**src/rtl/ifetch_pkg.sv**
```systemverilog
// ifetch_pkg: shared types, field positions and bubble value for the fetch stage
package ifetch_pkg;
    typedef enum logic [1:0] {FETCH, HOLD, DRAIN} state_t;
    typedef logic [0:31] pc_t;
    typedef logic [0:31] word_t;
    localparam int OP_LO  = 0;
    localparam int OP_HI  = 5;
    localparam int RS1_LO = 6;
    localparam int RS1_HI = 10;
    localparam int RS2_LO = 11;
    localparam int RS2_HI = 15;
    localparam int RD_LO  = 16;
    localparam int RD_HI  = 20;
    localparam int FN_LO  = 26;
    localparam int FN_HI  = 31;
    localparam int IM_LO  = 16;
    localparam int IM_HI  = 31;
    localparam word_t NOP = '0;
    function automatic pc_t align(input pc_t p);
        return p & 32'hFFFF_FFFC;
    endfunction
endpackage

```
**src/rtl/ifetch_if.sv**
```systemverilog
// ifetch_if: instruction-memory request/ack bus
interface ifetch_if;
    import ifetch_pkg::*;
    logic  IMemReq;
    pc_t   IMemAddr;
    logic  IMemAck;
    word_t IMemData;
    modport master(output IMemReq, IMemAddr, input IMemAck, IMemData);
    modport slave(input IMemReq, IMemAddr, output IMemAck, IMemData);
endinterface

```
**src/rtl/ifetch_buffer.sv**
```systemverilog
// ifetch_buffer: one-entry skid buffer holding a word and its PC+4 behind Stall
module ifetch_buffer
    import ifetch_pkg::*;
(
    input  logic  clk,
    input  logic  reset,
    input  logic  load,
    input  logic  drain,
    input  logic  clear,
    input  word_t d_word,
    input  pc_t   d_pc4,
    output word_t q_word,
    output pc_t   q_pc4,
    output logic  full
);
    always_ff @(posedge clk or negedge reset)
        if (!reset) begin
            full   <= 1'b0;
            q_word <= NOP;
            q_pc4  <= '0;
        end else if (clear || drain) begin
            full <= 1'b0;
        end else if (load) begin
            full   <= 1'b1;
            q_word <= d_word;
            q_pc4  <= d_pc4;
        end
endmodule

```
**src/rtl/ifetch.sv**
```systemverilog
// ifetch: fetch FSM and PC feeding registered decode fields; redirects drain in-flight words.
// Define IFETCH_PERF_CNT_EN to add FetchCount/FlushCount outputs.
module ifetch
    import ifetch_pkg::*;
#(
    parameter pc_t RESET_PC = 32'h0000_0000
) (
    input  logic        clk,
    input  logic        reset,
    input  logic        Stall,
    input  logic        RedirectValid,
    input  pc_t         RedirectPC,
    ifetch_if.master    mem,
    output logic [5:0]  NextOpCode,
    output logic [5:0]  NextFunct,
    output logic [4:0]  NextRs1,
    output logic [4:0]  NextRs2,
    output logic [4:0]  NextRd,
    output logic [15:0] NextImmd,
    output pc_t         NextPCPlusFour,
    output logic        NextValid
`ifdef IFETCH_PERF_CNT_EN
    ,
    output logic [31:0] FetchCount,
    output logic [31:0] FlushCount
`endif
);
    state_t state;
    pc_t    pc, target, pc4, b_pc4;
    word_t  word, b_word;
    logic   active, ack, b_full, b_load, b_drain;

    // A full buffer means HOLD, the only state without an outstanding request
    assign mem.IMemReq  = active && !b_full;
    assign mem.IMemAddr = pc;
    assign ack          = mem.IMemAck && mem.IMemReq;
    assign pc4          = pc + 32'd4;
    assign b_load       = !RedirectValid && state == FETCH && ack && Stall;
    assign b_drain      = !RedirectValid && b_full && !Stall;

    assign NextOpCode = word[OP_LO:OP_HI];
    assign NextRs1    = word[RS1_LO:RS1_HI];
    assign NextRs2    = word[RS2_LO:RS2_HI];
    assign NextRd     = word[RD_LO:RD_HI];
    assign NextFunct  = word[FN_LO:FN_HI];
    assign NextImmd   = word[IM_LO:IM_HI];

    ifetch_buffer u_buf (
        .clk(clk), .reset(reset), .load(b_load), .drain(b_drain), .clear(RedirectValid),
        .d_word(mem.IMemData), .d_pc4(pc4), .q_word(b_word), .q_pc4(b_pc4), .full(b_full)
    );

    always_ff @(posedge clk or negedge reset)
        if (!reset) begin
            state          <= FETCH;
            pc             <= RESET_PC;
            target         <= RESET_PC;
            word           <= NOP;
            NextPCPlusFour <= '0;
            NextValid      <= 1'b0;
            active         <= 1'b0;
        end else begin
            active <= 1'b1;
            if (RedirectValid) begin
                word           <= NOP;
                NextPCPlusFour <= '0;
                NextValid      <= 1'b0;
                // An unacked request cannot be withdrawn: keep its address and drain it
                if (mem.IMemReq && !ack) begin
                    state  <= DRAIN;
                    target <= align(RedirectPC);
                end else begin
                    state <= FETCH;
                    pc    <= align(RedirectPC);
                end
            end else if (state == FETCH) begin
                if (ack && Stall) state <= HOLD;
                else if (!Stall) begin
                    word           <= ack ? mem.IMemData : NOP;
                    NextPCPlusFour <= ack ? pc4 : '0;
                    NextValid      <= ack;
                    pc             <= ack ? pc4 : pc;
                end
            end else if (state == HOLD) begin
                if (!Stall) begin
                    word           <= b_word;
                    NextPCPlusFour <= b_pc4;
                    NextValid      <= 1'b1;
                    pc             <= pc4;
                    state          <= FETCH;
                end
            end else if (ack) begin
                pc    <= target;
                state <= FETCH;
            end
        end

`ifdef IFETCH_PERF_CNT_EN
    logic fetched, flushed;
    assign fetched = !RedirectValid && !Stall && (b_full || (state == FETCH && ack));
    assign flushed = (state == DRAIN && ack) || (RedirectValid && (b_full || ack));
    always_ff @(posedge clk or negedge reset)
        if (!reset) begin
            FetchCount <= '0;
            FlushCount <= '0;
        end else begin
            FetchCount <= FetchCount + {31'b0, fetched};
            FlushCount <= FlushCount + {31'b0, flushed};
        end
`endif
endmodule

```
**src/flat_wrapper.sv**
```systemverilog
// flat-port wrapper written by rule: the top's interface ports become plain ports
module ifetch_flat import ifetch_pkg::*;
#(
    parameter pc_t RESET_PC = 32'h0000_0000
)
  (clk, reset, Stall, RedirectValid, RedirectPC, NextOpCode, NextFunct, NextRs1, NextRs2, NextRd, NextImmd, NextPCPlusFour, NextValid, mem_IMemReq, mem_IMemAddr, mem_IMemAck, mem_IMemData);
  ifetch_if mem_i ();
  input  logic clk;
  input  logic reset;
  input  logic Stall;
  input  logic RedirectValid;
  input  pc_t RedirectPC;
  output logic [5:0] NextOpCode;
  output logic [5:0] NextFunct;
  output logic [4:0] NextRs1;
  output logic [4:0] NextRs2;
  output logic [4:0] NextRd;
  output logic [15:0] NextImmd;
  output pc_t NextPCPlusFour;
  output logic NextValid;
  output wire logic [$bits(mem_i.IMemReq)-1:0] mem_IMemReq;
  output wire logic [$bits(mem_i.IMemAddr)-1:0] mem_IMemAddr;
  input wire logic [$bits(mem_i.IMemAck)-1:0] mem_IMemAck;
  input wire logic [$bits(mem_i.IMemData)-1:0] mem_IMemData;
  assign mem_IMemReq = mem_i.IMemReq;
  assign mem_IMemAddr = mem_i.IMemAddr;
  assign mem_i.IMemAck = mem_IMemAck;
  assign mem_i.IMemData = mem_IMemData;
  ifetch #(.RESET_PC(RESET_PC)) u_core (.clk(clk), .reset(reset), .Stall(Stall), .RedirectValid(RedirectValid), .RedirectPC(RedirectPC), .mem(mem_i), .NextOpCode(NextOpCode), .NextFunct(NextFunct), .NextRs1(NextRs1), .NextRs2(NextRs2), .NextRd(NextRd), .NextImmd(NextImmd), .NextPCPlusFour(NextPCPlusFour), .NextValid(NextValid));
endmodule
```
**config.mk**
```make
export PLATFORM = sky130hd
export DESIGN_NAME = ifetch_flat
export DESIGN_NICKNAME = d
export VERILOG_FILES = /design/src/rtl/ifetch_pkg.sv /design/src/rtl/ifetch_if.sv /design/src/rtl/ifetch_buffer.sv /design/src/rtl/ifetch.sv /design/src/flat_wrapper.sv
export SDC_FILE = /design/constraint.sdc
export NUM_CORES = 1
export LEC_CHECK = 0
export CAP_MARGIN = 30
export CORE_MARGIN = 8
export CORE_UTILIZATION = 30
export CTS_CLUSTER_DIAMETER = 150
export DETAILED_ROUTE_END_ITERATION = 10
export GPL_TIMING_DRIVEN = 0
export PLACE_DENSITY = 0.56
export SETUP_SLACK_MARGIN = 0.05
export SYNTH_ARGS = -nofsm -noshare
export SYNTH_HDL_FRONTEND = slang
export SYNTH_SLANG_ARGS = --single-unit
```
**constraint.sdc**
```tcl
create_clock -name clk -period 1.8 [get_ports clk]
set_input_delay 0.36 -clock clk [delete_from_list [all_inputs] [get_ports clk]]
set_output_delay 0.36 -clock clk [all_outputs]
set_load 0.05 [all_outputs]
```
# --- Word-level counts from Yosys, hierarchy flattened ---
# Index checks and enable logic that the tools add are counted.
totals:
  reg_bits: 195
  latch_bits: 0
  mem_bits_rw: 0
  rom_bits: 0
  mem_count: 0
op_classes:
  addsub: 1
  multipliers: 0
  n_div: 0
  magnitude_cmp: 0
  eq_ne: 9
  shift: 0
  mux: 38
  bitwise: 1
  n_reduce_logical: 24
op_table:
  columns: ["operator", "n"]
  rows:
  - ["$mux W32", 23]
  - ["$add A32 B3 Y32 const B", 1]
  - ["$mux W2", 7]
  - ["$ne A3 B3 Y1 const B", 4]
  - ["$logic_and A1 B1 Y1", 9]
  - ["$mux W1", 8]
  - ["$reduce_and A3 Y1", 2]
  - ["$reduce_and A6 Y1", 1]
  - ["$reduce_bool A3 Y1", 2]
  - ["$logic_not A1 Y1", 4]
  - ["$ne A4 B3 Y1 const B", 1]
  - ["$reduce_and A2 Y1", 2]
  - ["$reduce_bool A4 Y1", 1]
  - ["$ne A3 B2 Y1 const B", 1]
  - ["$eq A2 B1 Y1 const B", 1]
  - ["$logic_not A2 Y1", 1]
  - ["$ne A2 B1 Y1 const B", 1]
  - ["$ne A2 B2 Y1 const B", 1]
  - ["$reduce_bool A2 Y1", 1]
  - ["$logic_or A1 B1 Y1", 1]
  - ["$not A1 Y1", 1]

# --- Depth between registers and ports, before layout ---
# Gate-level depths: netlist (run 1).
depth:
  word_depth: 8
  depth_mapped: 9

# --- Modules after synthesis ---
# Synthesis (run 1) repeated with hierarchy kept, for this count alone.
hier_totals:
  cells_unflattened: 865
  hier_area_um2: 9634.2
modules_own_cells:
  columns: ["module", "n_inst", "cells_each", "area_each_um2", "seq_area_each_um2"]
  rows:
  - ["ifetch", 1, 726, 6909.1, 3203.1]
  - ["ifetch_buffer", 1, 139, 2725.1, 1626.6]

# --- Worst setup path after synthesis (run 1) ---
# No wires, ideal clock.
synth_timing:
  kind: "register to register"
  start: "reg u_core.pc[2] (netlist: u_core.mem.IMemAddr[2])"
  end: "reg u_core.pc[30] (netlist: u_core.mem.IMemAddr[30])"
  setup_ns: 0.090
  arrival_time_ns: 2.189
  setup_slack_ns: -0.479
  path_stages_with_launch: 8
  n_path_buf: 1
  period_less_slack_ns: 2.279
  cell_sequence: "dfrtp_1 ha_1 nand4_1 nor3_2 buf_2 nand3_2 or3_1 o221ai_1"
synth_between:
  elab_chain_cells: 6
  elab_cells_between_ends: 8
  classes_between: "add/sub: 1; mux: 7"
synth_lines:
  columns: ["item", "line_no", "source"]
  rows:
  - ["from (decl)", "ifetch.sv:29", "pc_t pc, target, pc4, b_pc4;"]
  - ["from (signal assigned)", "ifetch.sv:74", "pc <= align(RedirectPC);"]
  - ["from (signal assigned)", "ifetch.sv:82", "pc <= ack ? pc4 : pc;"]
  - ["from (signal assigned)", "ifetch.sv:89", "pc <= pc4;"]
  - ["$add A32 B3 Y32 *", "ifetch.sv:37", "assign pc4 = pc + 32'd4;"]
  - ["$mux W32", "ifetch.sv:82", null]
  - ["$mux W32", "ifetch.sv:78", "else if (!Stall) begin"]
  - ["$mux W32", "ifetch.sv:77", "if (ack && Stall) state <= HOLD;"]
  - ["$mux W32 *", "ifetch.sv:76", "end else if (state == FETCH) begin"]
  - ["$mux W32 *", "ifetch.sv:64", "if (RedirectValid) begin"]
# Every way passes the cells marked *; elsewhere a longest branch is shown, timed or not. The select of a mux whose other input is x is not followed.
# A chain may end at the register's enable or synchronous reset.

# --- Worst setup path after layout (run 1) ---
layout_timing:
  start: "reg u_core.u_buf.full"
  end: "reg u_core.pc[12] (netlist: u_core.mem.IMemAddr[12])"
layout_between:
  elab_chain_cells: 7
  elab_cells_between_ends: 11
  classes_between: "eq/ne: 3; reduce/logical: 8"
layout_lines:
  columns: ["item", "line_no", "source"]
  rows:
  - ["from (decl)", "ifetch_buffer.sv:14", "output logic full"]
  - ["from (signal assigned)", "ifetch_buffer.sv:18", "full <= 1'b0;"]
  - ["from (signal assigned)", "ifetch_buffer.sv:22", "full <= 1'b0;"]
  - ["from (signal assigned)", "ifetch_buffer.sv:24", "full <= 1'b1;"]
  - ["$logic_not A1 Y1 *", "ifetch.sv:34", "assign mem.IMemReq = active && !b_full;"]
  - ["$logic_and A1 B1 Y1 *", "ifetch.sv:34", null]
  - ["$logic_and A1 B1 Y1", "ifetch.sv:36", "assign ack = mem.IMemAck && mem.IMemReq;"]
  - ["$logic_not A1 Y1", "ifetch.sv:69", "if (mem.IMemReq && !ack) begin"]
  - ["$logic_and A1 B1 Y1", "ifetch.sv:69", null]
  - ["$ne A2 B2 Y1 (no source line)", null, null]
  - ["$reduce_and A6 Y1 (no source line) *", null, null]
# Every way passes the cells marked *; elsewhere a longest branch is shown, timed or not.

==> flow_metrics.py, run 1 <==
metrics = {
    "global_route": {
        "grt_usage": 0.168,
        "grt_overflow": 0,
        "grt_max_degree": 108,
        "grt_pass1_vias": 7535,
        "grt_pass1_wl_microns": 44500,
        "antenna_found_initial": 1,
    },
    "sta": {
        "setup_viol": 38,
        "tightest_slew_ns": 0.645,
        "fin_crit_ns": 1.94,
        "slew-limit-headroom": 0.570,
        "fin_hold_ws_ns": 0.349,
        "fin_setup_tns_ns": -2.15,
        "rsz0062_at_grt": "true",
        "fmax_ghz": 0.515,
        "slew_viol_final": 0,
        "setup_slack_ns": -0.143,
        "skew_ns": 0.0117,
        "final_hold_viol_count": 0,
        "period_share": 1.08,
    },
    "power_and_ir_drop": {
        "cellPowerDensity_nw_per_um2": 930,
        "fin_total_pwr_mw": 12.8,
        "ir_worst_vdd_mv": 0.580,
        "power.leakage_nw": 6.14,
    },
    "synth": {
        "synth.cell_area_sq_um": 8670,
        "synth_compound_area_frac": 0.189,
        "synthMuxAreaShare": 0.0413,
        "ys_seq_area_frac": 0.548,
        "syn_avg_cell_area_sq_um": 9.96,
        "synthAdderAreaFrac": 0.00144,
        "yosysTopAreaCell": "dfrtp_1",
        "synth-simple-area-share": 0.144,
        "netlist_instances": 871,
        "synth-main-ff-cell": "dfrtp_1",
        "yosys_warnings": 0,
        "async_reset_ff_frac": 1.00,
        "synth.area.top_cells": "dfrtp_1 (55%), nand2_1 (8.3%), a22oi_1 (6.0%), o21ai_0 (5.6%), mux2_2 (3.9%)",
        "yosys.area_share.xor_xnor": 0.0283,
        "yosysTopAreaCellShare": 0.548,
        "synth_top_family_by_area": "compound AO/OA/AOI/OAI gates",
        "yosys_register_bits": 190,
        "synth.lib_cells_used.distinct": 61,
        "synth_edf_count": 0,
    },
    "floorplan": {
        "die_w_microns": 186,
        "fp.dieH_microns": 186,
        "fp-row-count": 62,
        "start_util": 0.303,
        "core_area_sq_um": 28600,
        "dieArea_sq_um": 34600,
        "io_pins": 178,
    },
    "status": {
        "violations": "negative setup slack",
        "status": "complete, but fails checks",
    },
    "place": {
        "place_congestion": 0.829,
        "port_buffers": 172,
        "hpwl_microns": 20400,
    },
    "drt": {
        "drtIter0Drc": 457,
        "wl_microns": 30400,
        "dr.pass1.iters": 5,
        "viasPerCell": 4.99,
        "route.detailed.wl_per_inst_microns": 19.4,
        "ant_nets": 0,
        "drc": 0,
        "via_count": 7799,
    },
    "min_path": {
        "holdCritPathClass": "in2reg",
        "min_to": "u_core.mem.IMemAddr[28]",
        "holdPathStages": 3,
        "hp-start": "mem_IMemAck",
    },
    "setup_path": {
        "slowest_stage": "dfrtp_1",
        "crit_path_max_fanout": 6,
        "path_cells": "nand3b_1 > buf_6 > a221oi_4 > nor2_4 > buf_6 > a222oi_1 > o21ai_1",
        "crit_type": "reg2reg",
        "r2r_slack_ns": -0.14,
        "critical_path_arrival_ns": 2.25,
        "cp_slowest_stage_delay_ns": 0.43,
        "reg2reg_depth": 7,
        "setup.worst_path.start_class": "flop",
        "r2r-start": "u_core.u_buf.full",
        "crit_path_end_kind": "flop",
        "crit_top_cell": "buf_6",
        "cp.required_ns": 2.11,
        "reg2reg_to": "u_core.mem.IMemAddr[12]",
    },
    "final_layout": {
        "drive_above_1_share": 0.408,
        "diodes": 0,
        "fin_nets": 1237,
        "area_delta_synth_final_pct": 59.0,
    },
    "clocking": {
        "path_clk_slew_ns": 0.08,
        "tritoncts": "yes",
        "clockBufferDepth": 2,
        "cts_root_buf": "clkbuf_16",
        "cts_buffers": 17,
        "clk_latency_ns": 0.44,
        "cts.sinks": 190,
        "htree_num_levels": 4,
    },
    "flow_run": {
        "max-cap-violations": 0,
    },
}
-- Yosys cell counts, types with 5 or more instances --
library cell / n
nand2b_1: 7
or3_1: 5
a221o_1: 10
dfrtp_1: 190
a22oi_1: 69
nand3_1: 10
a31oi_1: 5
buf_2: 16
nand2_1: 192
a21oi_1: 25
o21ai_0: 97
buf_4: 16
xnor2_1: 18
inv_1: 8
xor2_1: 10
mux2_2: 30
o311ai_1: 7
nor3_1: 8
nor2_1: 24
clkbuf_1: 40
o21ai_1: 14
-- per-layer routing --
layer | wire length, microns | track usage | share of wire
met2 | 14900 | 0.270 | 0.49
met4 | 515 | 0.0499 | 0.017
met1 | 13700 | 0.227 | 0.45
met5 | 0 | 0 | 0
met3 | 1230 | 0.0293 | 0.041
-- area by class of cell --
class | instances | area, sq um
fill | 2579 | 14800
sequential | 190 | 4790
multi-input combinational | 598 | 4560
timing repair buffer | 278 | 2690
buffer | 73 | 659
tap | 384 | 480
clock buffer | 17 | 425
clock inverter | 15 | 149
inverter | 9 | 35.0
-- worst max-delay path: cells and delay by family, from the launching register on --
kind	cells	cell delay, ns
DFF	1	0.43
and+or+nand+nor	2	0.32
buffers and inverters	2	0.34
AOI/OAI and AO/OA	3	0.72
-- placed cells by master, fill, tap and decap left out, drive strengths merged, types with 3 or more instances in the layout --
master,count
nand3,12
and3,4
or3,5
nand4,7
nor3,9
inv,15
nand2b,7
xor2,10
buf,157
o311ai,7
dlygate4sd2,31
nor2,25
dfrtp,190
conb,3
a22oi,69
and2,4
o21a,3
a22o,4
a221o,10
clkinv,8
clkdlybuf4s50,62
clkdlybuf4s15,50
xnor2,18
nand2,193
a31oi,5
clkbuf,66
nor4,3
mux2,30
o21ai,111
a21oi,25
-- worst max path at each step --
stage | from | endpoint | slack, ns | cells after the start
after floorplan | u_core.mem.IMemAddr[22] | u_core.mem.IMemAddr[31] | -0.17 | 5
after global placement | reset | u_core.mem.IMemAddr[2] | -8.84 | 1
after detailed placement | mem_IMemAck | u_core.u_buf.q_word[13] | -0.86 | 9
after CTS | u_core.mem.IMemAddr[2] | u_core.u_buf.q_pc4[18] | -0.12 | 9
after global routing | u_core.mem.IMemAddr[2] | u_core.u_buf.q_pc4[18] | -0.22 | 9
final | u_core.u_buf.full | u_core.mem.IMemAddr[12] | -0.14 | 7
-- state kept, by name, indices dropped and copies added (netlist names) --
name / cells
u_core.mem.IMemAddr: 30
u_core.u_buf.q_word: 32
u_core.u_buf.full: 1
u_core.target: 30
u_core.word: 32
u_core.NextPCPlusFour: 31
u_core.NextValid: 1
u_core.u_buf.q_pc4: 30
u_core.state: 2
u_core.active: 1
-- cells by family after synthesis --
logic type,after synthesis
AND/OR/NAND/NOR,277
AO/OA/AOI/OAI,257
flip-flops,190
buffers and inverters,84
multiplexers,32
XOR/XNOR,28
other,2
adder cells (fa/ha/maj),1
-- through the flow --
| stage | instances | instance area, sq um | setup WS (ns) | util |
|---|---|---|---|---|
| finish | 1564 | 13800 | -0.143 | 0.482 |
| global route | 1564 | 13800 | -0.221 | 0.482 |
| CTS | 1522 | 12700 | -0.117 | 0.445 |
| detailed placement | 1429 | 11000 | -0.859 | 0.384 |
| global placement | 1428 | 11000 | -8.84 | 0.383 |
| floorplan | 872 | 8760 | -0.168 | - |
-- where the power goes --
group	internal (mW)	switching, mW
clock network	1.85	1.89
logic	1.46	2.12
registers	4.98	0.533
-- timing repair --
item | CTS | global route
hold buffers | 1 | 0
gates resized for setup | 376 | 299
setup endpoints to repair | 289 | 211
gates cloned | 3 | 7
buffers inserted | 58 | 37
endpoints found under the hold margin | 83 | 0
pin swaps | 48 | 96
No activity file was read; power rests on OpenSTA's default activity.
==> run 2, diff against run 1 <==
CAP_MARGIN = 20   (was 30)
CORE_ASPECT_RATIO = 1.1   (was not set)
CTS_BUF_LIST = sky130_fd_sc_hd__clkbuf_8   (was not set)
==> run 2 against run 1 <==
  * The run still ends with negative setup slack left
  * First-iteration DRC count up 42%
  * Clock power shrank 26%
  * Worst hold slack improved by 0.099 ns
  * Register-to-register slack lost 0.09 ns
  * Critical path type unchanged
==> flow_metrics.py, run 2 (synthesized netlist as in run 1, its figures left out) <==
metrics = {
    "sta": {
        "slew_viol_final": 0,
        "fin_setup_tns_ns": -1.92,
        "tightest_slew_ns": 0.906,
        "setup_slack_ns": -0.229,
        "setup_viol": 32,
        "period_share": 1.13,
        "fin_crit_ns": 2.03,
        "skew_ns": 0.0175,
        "fin_hold_ws_ns": 0.448,
        "final_hold_viol_count": 0,
        "slew-limit-headroom": 0.396,
        "rsz0062_at_grt": "true",
        "fmax_ghz": 0.493,
    },
    "clocking": {
        "cts_buffers": 17,
        "path_clk_slew_ns": 0.11,
        "tritoncts": "yes",
        "htree_num_levels": 4,
        "cts.sinks": 190,
        "cts_root_buf": "clkbuf_8",
        "clockBufferDepth": 2,
        "clk_latency_ns": 0.47,
    },
    "power_and_ir_drop": {
        "p_sw_mw": 4.39,
        "fin_total_pwr_mw": 11.9,
        "pwr-share-seq": 0.464,
        "intPower_mw": 7.48,
        "comb_power_share": 0.302,
        "p_sw_frac": 0.370,
        "ir_worst_vdd_mv": 0.438,
        "power.leakage_nw": 5.86,
        "pwr-share-clk": 0.234,
        "cellPowerDensity_nw_per_um2": 880,
    },
    "drt": {
        "drc": 0,
        "via_count": 7795,
        "wl_microns": 29900,
        "viasPerCell": 5.05,
        "dr.pass1.iters": 5,
        "route.detailed.wl_per_inst_microns": 19.4,
        "ant_nets": 0,
        "drtIter0Drc": 650,
    },
    "final_layout": {
        "drive_above_1_share": 0.422,
        "final_common_cell": "nand2_1",
        "final_cell_mix": "nand2_1 (166), dfrtp_1 (164), buf_4 (91), o21ai_1 (67), clkdlybuf4s50_1 (64)",
        "area_delta_synth_final_pct": 55.5,
        "postLayoutCellArea_sq_um": 13500,
        "reg_top3": "u_core.u_buf.q_word x32, u_core.word x32, u_core.NextPCPlusFour x31",
        "fin_nets": 1232,
    },
    "floorplan": {
        "core_area_sq_um": 28500,
        "fp-row-count": 65,
        "die_w_microns": 178,
        "start_util": 0.304,
        "io_pins": 178,
        "dieArea_sq_um": 34600,
        "fp.dieH_microns": 194,
    },
    "setup_path": {
        "crit_path_max_fanout": 5,
        "cp.required_ns": 2.15,
        "setup.worst_path.start_class": "flop",
        "critical_path_arrival_ns": 2.38,
        "crit_type": "reg2reg",
        "crit_path_end_kind": "flop",
    },
    "status": {
        "violations": "negative setup slack",
        "status": "complete, but fails checks",
    },
    "global_route": {
        "grt_usage": 0.164,
        "grt_max_degree": 111,
        "grt_overflow": 0,
        "grt_pass1_wl_microns": 44600,
        "antenna_found_initial": 0,
        "grt_pass1_vias": 7612,
    },
    "place": {
        "hpwl_microns": 19900,
        "port_buffers": 172,
        "place_congestion": 0.809,
        "postPlaceCellArea_sq_um": 11000,
    },
    "flow_run": {
        "max-cap-violations": 0,
    },
    "min_path": {
        "holdCritPathClass": "in2reg",
    },
}
## run 2: cell types whose count changed in the layout (fill, tap and decap cells not counted), sizes merged
cell	previous run	this run
clkinv	8	6
clkdlybuf4s50	62	64
dlymetal6s2s	1	0
diode	0	1
inv	15	16
buf	157	167
clkinvlp	1	2
dlygate4sd2	31	0
clkdlybuf4s15	50	66
clkbuf	66	65
## run 2: cell type report
cell class              count  area, sq um
flip-flops and latches    190         4790
multi-input cells         598         4520
clock buffers              17          234
inverters                   9         37.5
diodes                      1         2.50
fillers                  2570        15100
clock inverters            15          146
plain buffers              73          639
repair buffers            273         2660
well taps                 368          460
## run 2: per-stage QoR
stage	std cells	worst slack [ns]	util
2_1_floorplan	872	-0.168	-
3_3_place_gp	1412	-8.75	0.383
3_5_place_dp	1413	-0.967	0.384
4_1_cts	1510	-0.0908	0.443
5_1_grt	1543	-0.324	0.472
6_report	1544	-0.229	0.472
## run 2: path summary, 6_finish.rpt
kind	from	to	slack, ns	cells past startpoint
setup / recovery	u_core.mem.IMemAddr[12]	u_core.mem.IMemAddr[21]	-0.23	8
hold / removal	mem_IMemData[0]	u_core.u_buf.q_word[0]	0.45	3
setup reg to reg	u_core.mem.IMemAddr[12]	u_core.mem.IMemAddr[21]	-0.23	8
hold reg to reg	u_core.u_buf.q_word[26]	u_core.u_buf.q_word[26]	0.48	2
max in group asynchronous	reset	u_core.u_buf.q_word[6]	0.38	3
min in group asynchronous	reset	u_core.target[17]	0.51	2
## run 2: critical path, cell delays in order (launching register included)
cell	delay [ns]
dfrtp_2	0.39
nand4_1	0.15
buf_4	0.18
nor4_4	0.31
buf_6	0.19
buf_8	0.14
nand2_4	0.07
o31a_1	0.26
o31ai_1	0.24
## run 2: timing repair
| action | 4_1_cts | 5_1_grt |
|---|---|---|
| hold buffers | 1 | 0 |
| endpoints found under the setup margin | 272 | 204 |
| hold endpoints to repair | 34 | 0 |
| resized for setup | 492 | 259 |
| setup buffers | 63 | 28 |
| pin swaps | 46 | 50 |
| gates cloned | 2 | 8 |
## run 2: power groups by stage
stage	logic [mW]	registers (mW)	clock network, mW
final	3.58	5.51	2.78
after global routing	3.86	5.59	3.01
after CTS	3.26	5.45	2.86
after detailed placement	2.86	5.55	0
after global placement	2.83	5.53	0
after floorplan	1.22	6.04	0
## run 2: routing by layer
layer	wire length, microns	global-route usage	up-vias	share of wire
met2	14600	0.266	279	0.49
met1	13100	0.222	3836	0.44
met4	466	0.0448	0	0.016
met3	1740	0.0281	35	0.058
met5	0	0	-	0
li1	-	-	3645	-
==> run 3, diff against run 2 <==
CORE_UTILIZATION = 48   (was 30)
PLACE_DENSITY = 0.82   (was 0.56)
==> run 3 against run 2 <==
  * The run still ends with negative setup slack left
  * Critical path type is now in2reg
  * First-iteration DRC count is 81% higher
  * Count of clock-buffer cells in the layout rose by 2
  * Clock skew rose by 0.0011 ns
  * Wire length rose by 29%
  * Non-clock buffer count rose by 18
  * Sequential power increased by 3%
  * Die area shrank 35%
  * Sequential cell count did not move
  * Sequential share of layout area shrank 0.67 points
  * Global-route usage up 8.9 points
  * Utilization is 31 points higher
==> flow_metrics.py, run 3 (synthesized netlist as in run 1, its figures left out) <==
metrics = {
    "clocking": {
        "cts_root_buf": "clkbuf_8",
        "cts.sinks": 190,
        "tritoncts": "yes",
        "path_clk_slew_ns": 0.11,
        "htree_num_levels": 4,
        "cts_buffers": 17,
        "clk_latency_ns": 0.50,
        "clockBufferDepth": 2,
    },
    "floorplan": {
        "dieArea_sq_um": 22600,
        "fp.dieH_microns": 157,
        "core_area_sq_um": 17700,
        "fp-row-count": 51,
        "start_util": 0.491,
        "io_pins": 178,
        "die_w_microns": 144,
    },
    "sta": {
        "fmax_ghz": 0.451,
        "setup_viol": 162,
        "final_hold_viol_count": 0,
        "setup_slack_ns": -0.417,
        "slew_viol_final": 0,
        "period_share": 1.23,
        "slew-limit-headroom": 0.429,
        "fin_crit_ns": 2.22,
        "skew_ns": 0.0186,
        "tightest_slew_ns": 0.856,
        "rsz0062_at_grt": "true",
    },
    "final_layout": {
        "reg_top3": "u_core.u_buf.q_word x32, u_core.word x32, u_core.NextPCPlusFour x31",
        "postLayoutCellArea_sq_um": 13700,
        "multiInputGateArea_sq_um": 4720,
        "fillers": 958,
        "area_delta_synth_final_pct": 58.5,
        "final_common_cell": "dfrtp_1",
        "regArea_sq_um": 4790,
        "final_cell_mix": "dfrtp_1 (164), nand2_1 (138), buf_4 (99), clkdlybuf4s50_1 (64)",
        "drive_above_1_share": 0.459,
        "diodes": 0,
        "fin_nets": 1250,
    },
    "setup_path": {
        "reg2reg_depth": 9,
        "r2r-start": "u_core.mem.IMemAddr[3]",
        "critical_path_arrival_ns": 2.59,
        "crit_path_max_fanout": 10,
        "cp.required_ns": 2.17,
        "reg2reg_to": "u_core.mem.IMemAddr[30]",
        "crit_type": "in2reg",
        "crit_path_end_kind": "flop",
        "cp-endpoint": "u_core.mem.IMemAddr[28]",
        "r2r_slack_ns": -0.32,
        "crit_start": "RedirectValid",
        "setup.worst_path.start_class": "primary input",
    },
    "global_route": {
        "grt_pass1_vias": 8132,
        "grt_pass1_wl_microns": 44400,
        "grt_max_degree": 122,
        "grt_overflow": 0,
        "antenna_found_initial": 0,
        "grt_usage": 0.253,
    },
    "place": {
        "place_congestion": 0.906,
        "post-place-ws_ns": -0.753,
        "hpwl_microns": 18300,
        "port_buffers": 172,
        "postPlaceCellArea_sq_um": 10800,
    },
    "drt": {
        "wl_microns": 38500,
        "ant_nets": 0,
        "drc": 0,
        "route.detailed.wl_per_inst_microns": 26.9,
        "via_count": 9363,
        "drtIter0Drc": 1176,
        "viasPerCell": 6.54,
        "dr.pass1.iters": 5,
    },
    "status": {
        "status": "complete, but fails checks",
        "violations": "negative setup slack",
    },
    "power_and_ir_drop": {
        "p_sw_mw": 4.78,
        "p_sw_frac": 0.381,
        "intPower_mw": 7.76,
        "comb_power_share": 0.323,
        "cellPowerDensity_nw_per_um2": 913,
        "power.leakage_nw": 6.12,
        "pwr-share-clk": 0.226,
        "ir_worst_vdd_mv": 0.762,
        "pwr-share-seq": 0.451,
    },
    "min_path": {
        "holdCritPathClass": "in2async",
    },
    "flow_run": {
        "max-cap-violations": 0,
    },
}
-- run 3: worst min-delay path by stage --
stage	startpoint	endpoint	slack [ns]
detailed placement	reset	u_core.target[18]	0.35
finish	reset	u_core.target[16]	0.40
global placement	u_core.u_buf.q_word[9]	u_core.u_buf.q_word[9]	0.46
CTS	RedirectValid	u_core.u_buf.full	0.39
global route	mem_IMemData[31]	u_core.u_buf.q_word[31]	0.43
floorplan	reset	u_core.NextPCPlusFour[10]	0.06
-- run 3: through the flow --
| stage | utilization | hold slack [ns] | TNS [ns] | cells | total power, mW |
|---|---|---|---|---|---|
| final | 0.778 | 0.403 | -21.34 | 1431 | 12.5 |
| after floorplan | - | 0.0644 | -2.08 | 872 | 7.26 |
| after global placement | 0.610 | 0.457 | -1522.51 | 1282 | 8.27 |
| after global routing | 0.778 | 0.432 | -26.63 | 1431 | 12.9 |
| after CTS | 0.694 | 0.392 | -0.115 | 1368 | 11.3 |
| after detailed placement | 0.612 | 0.353 | -92.55 | 1283 | 8.38 |
-- run 3: cell type report --
| cell class | instances | area share |
|---|---|---|
| Buffer | 73 | 0.0525 |
| Clock buffer | 19 | 0.0190 |
| Clock inverter | 13 | 0.00847 |
| Inverter | 9 | 0.00273 |
| Multi-Input combinational cell | 598 | 0.343 |
| Sequential cell | 190 | 0.348 |
| Tap cell | 238 | 0.0217 |
| Timing Repair Buffer | 291 | 0.204 |
-- run 3: critical path, cell delays in order --
cell and delay (ns):
buf_2 0.32, clkbuf_1 0.69, buf_1 0.62, nand2_1 0.18
o21ai_0 0.27, nand3_1 0.14
-- run 3: per-layer routing --
layer,wire length (microns),vias to the layer above,track usage
li1,-,3685,-
met1,13300,4530,0.308
met2,18100,862,0.420
met3,4200,286,0.0524
met4,2950,0,0.126
met5,0,-,0
-- run 3: power groups by stage --
stage                     Clock (mW)  Sequential (mW)  Combinational [mW]
after floorplan                    0             6.04                1.22
after global placement             0             5.51                2.76
after detailed placement           0             5.54                2.84
after CTS                       2.74             5.45                3.14
after global routing            3.00             5.69                4.21
final                           2.84             5.66                4.05
-- run 3: repair_timing --
action | CTS | global route
hold endpoints to repair | 69 | 0
setup buffers | 49 | 53
gates resized for setup | 408 | 418
hold buffers | 1 | 0
cloned | 4 | 14
pin swaps | 29 | 83
setup endpoints to repair | 286 | 238
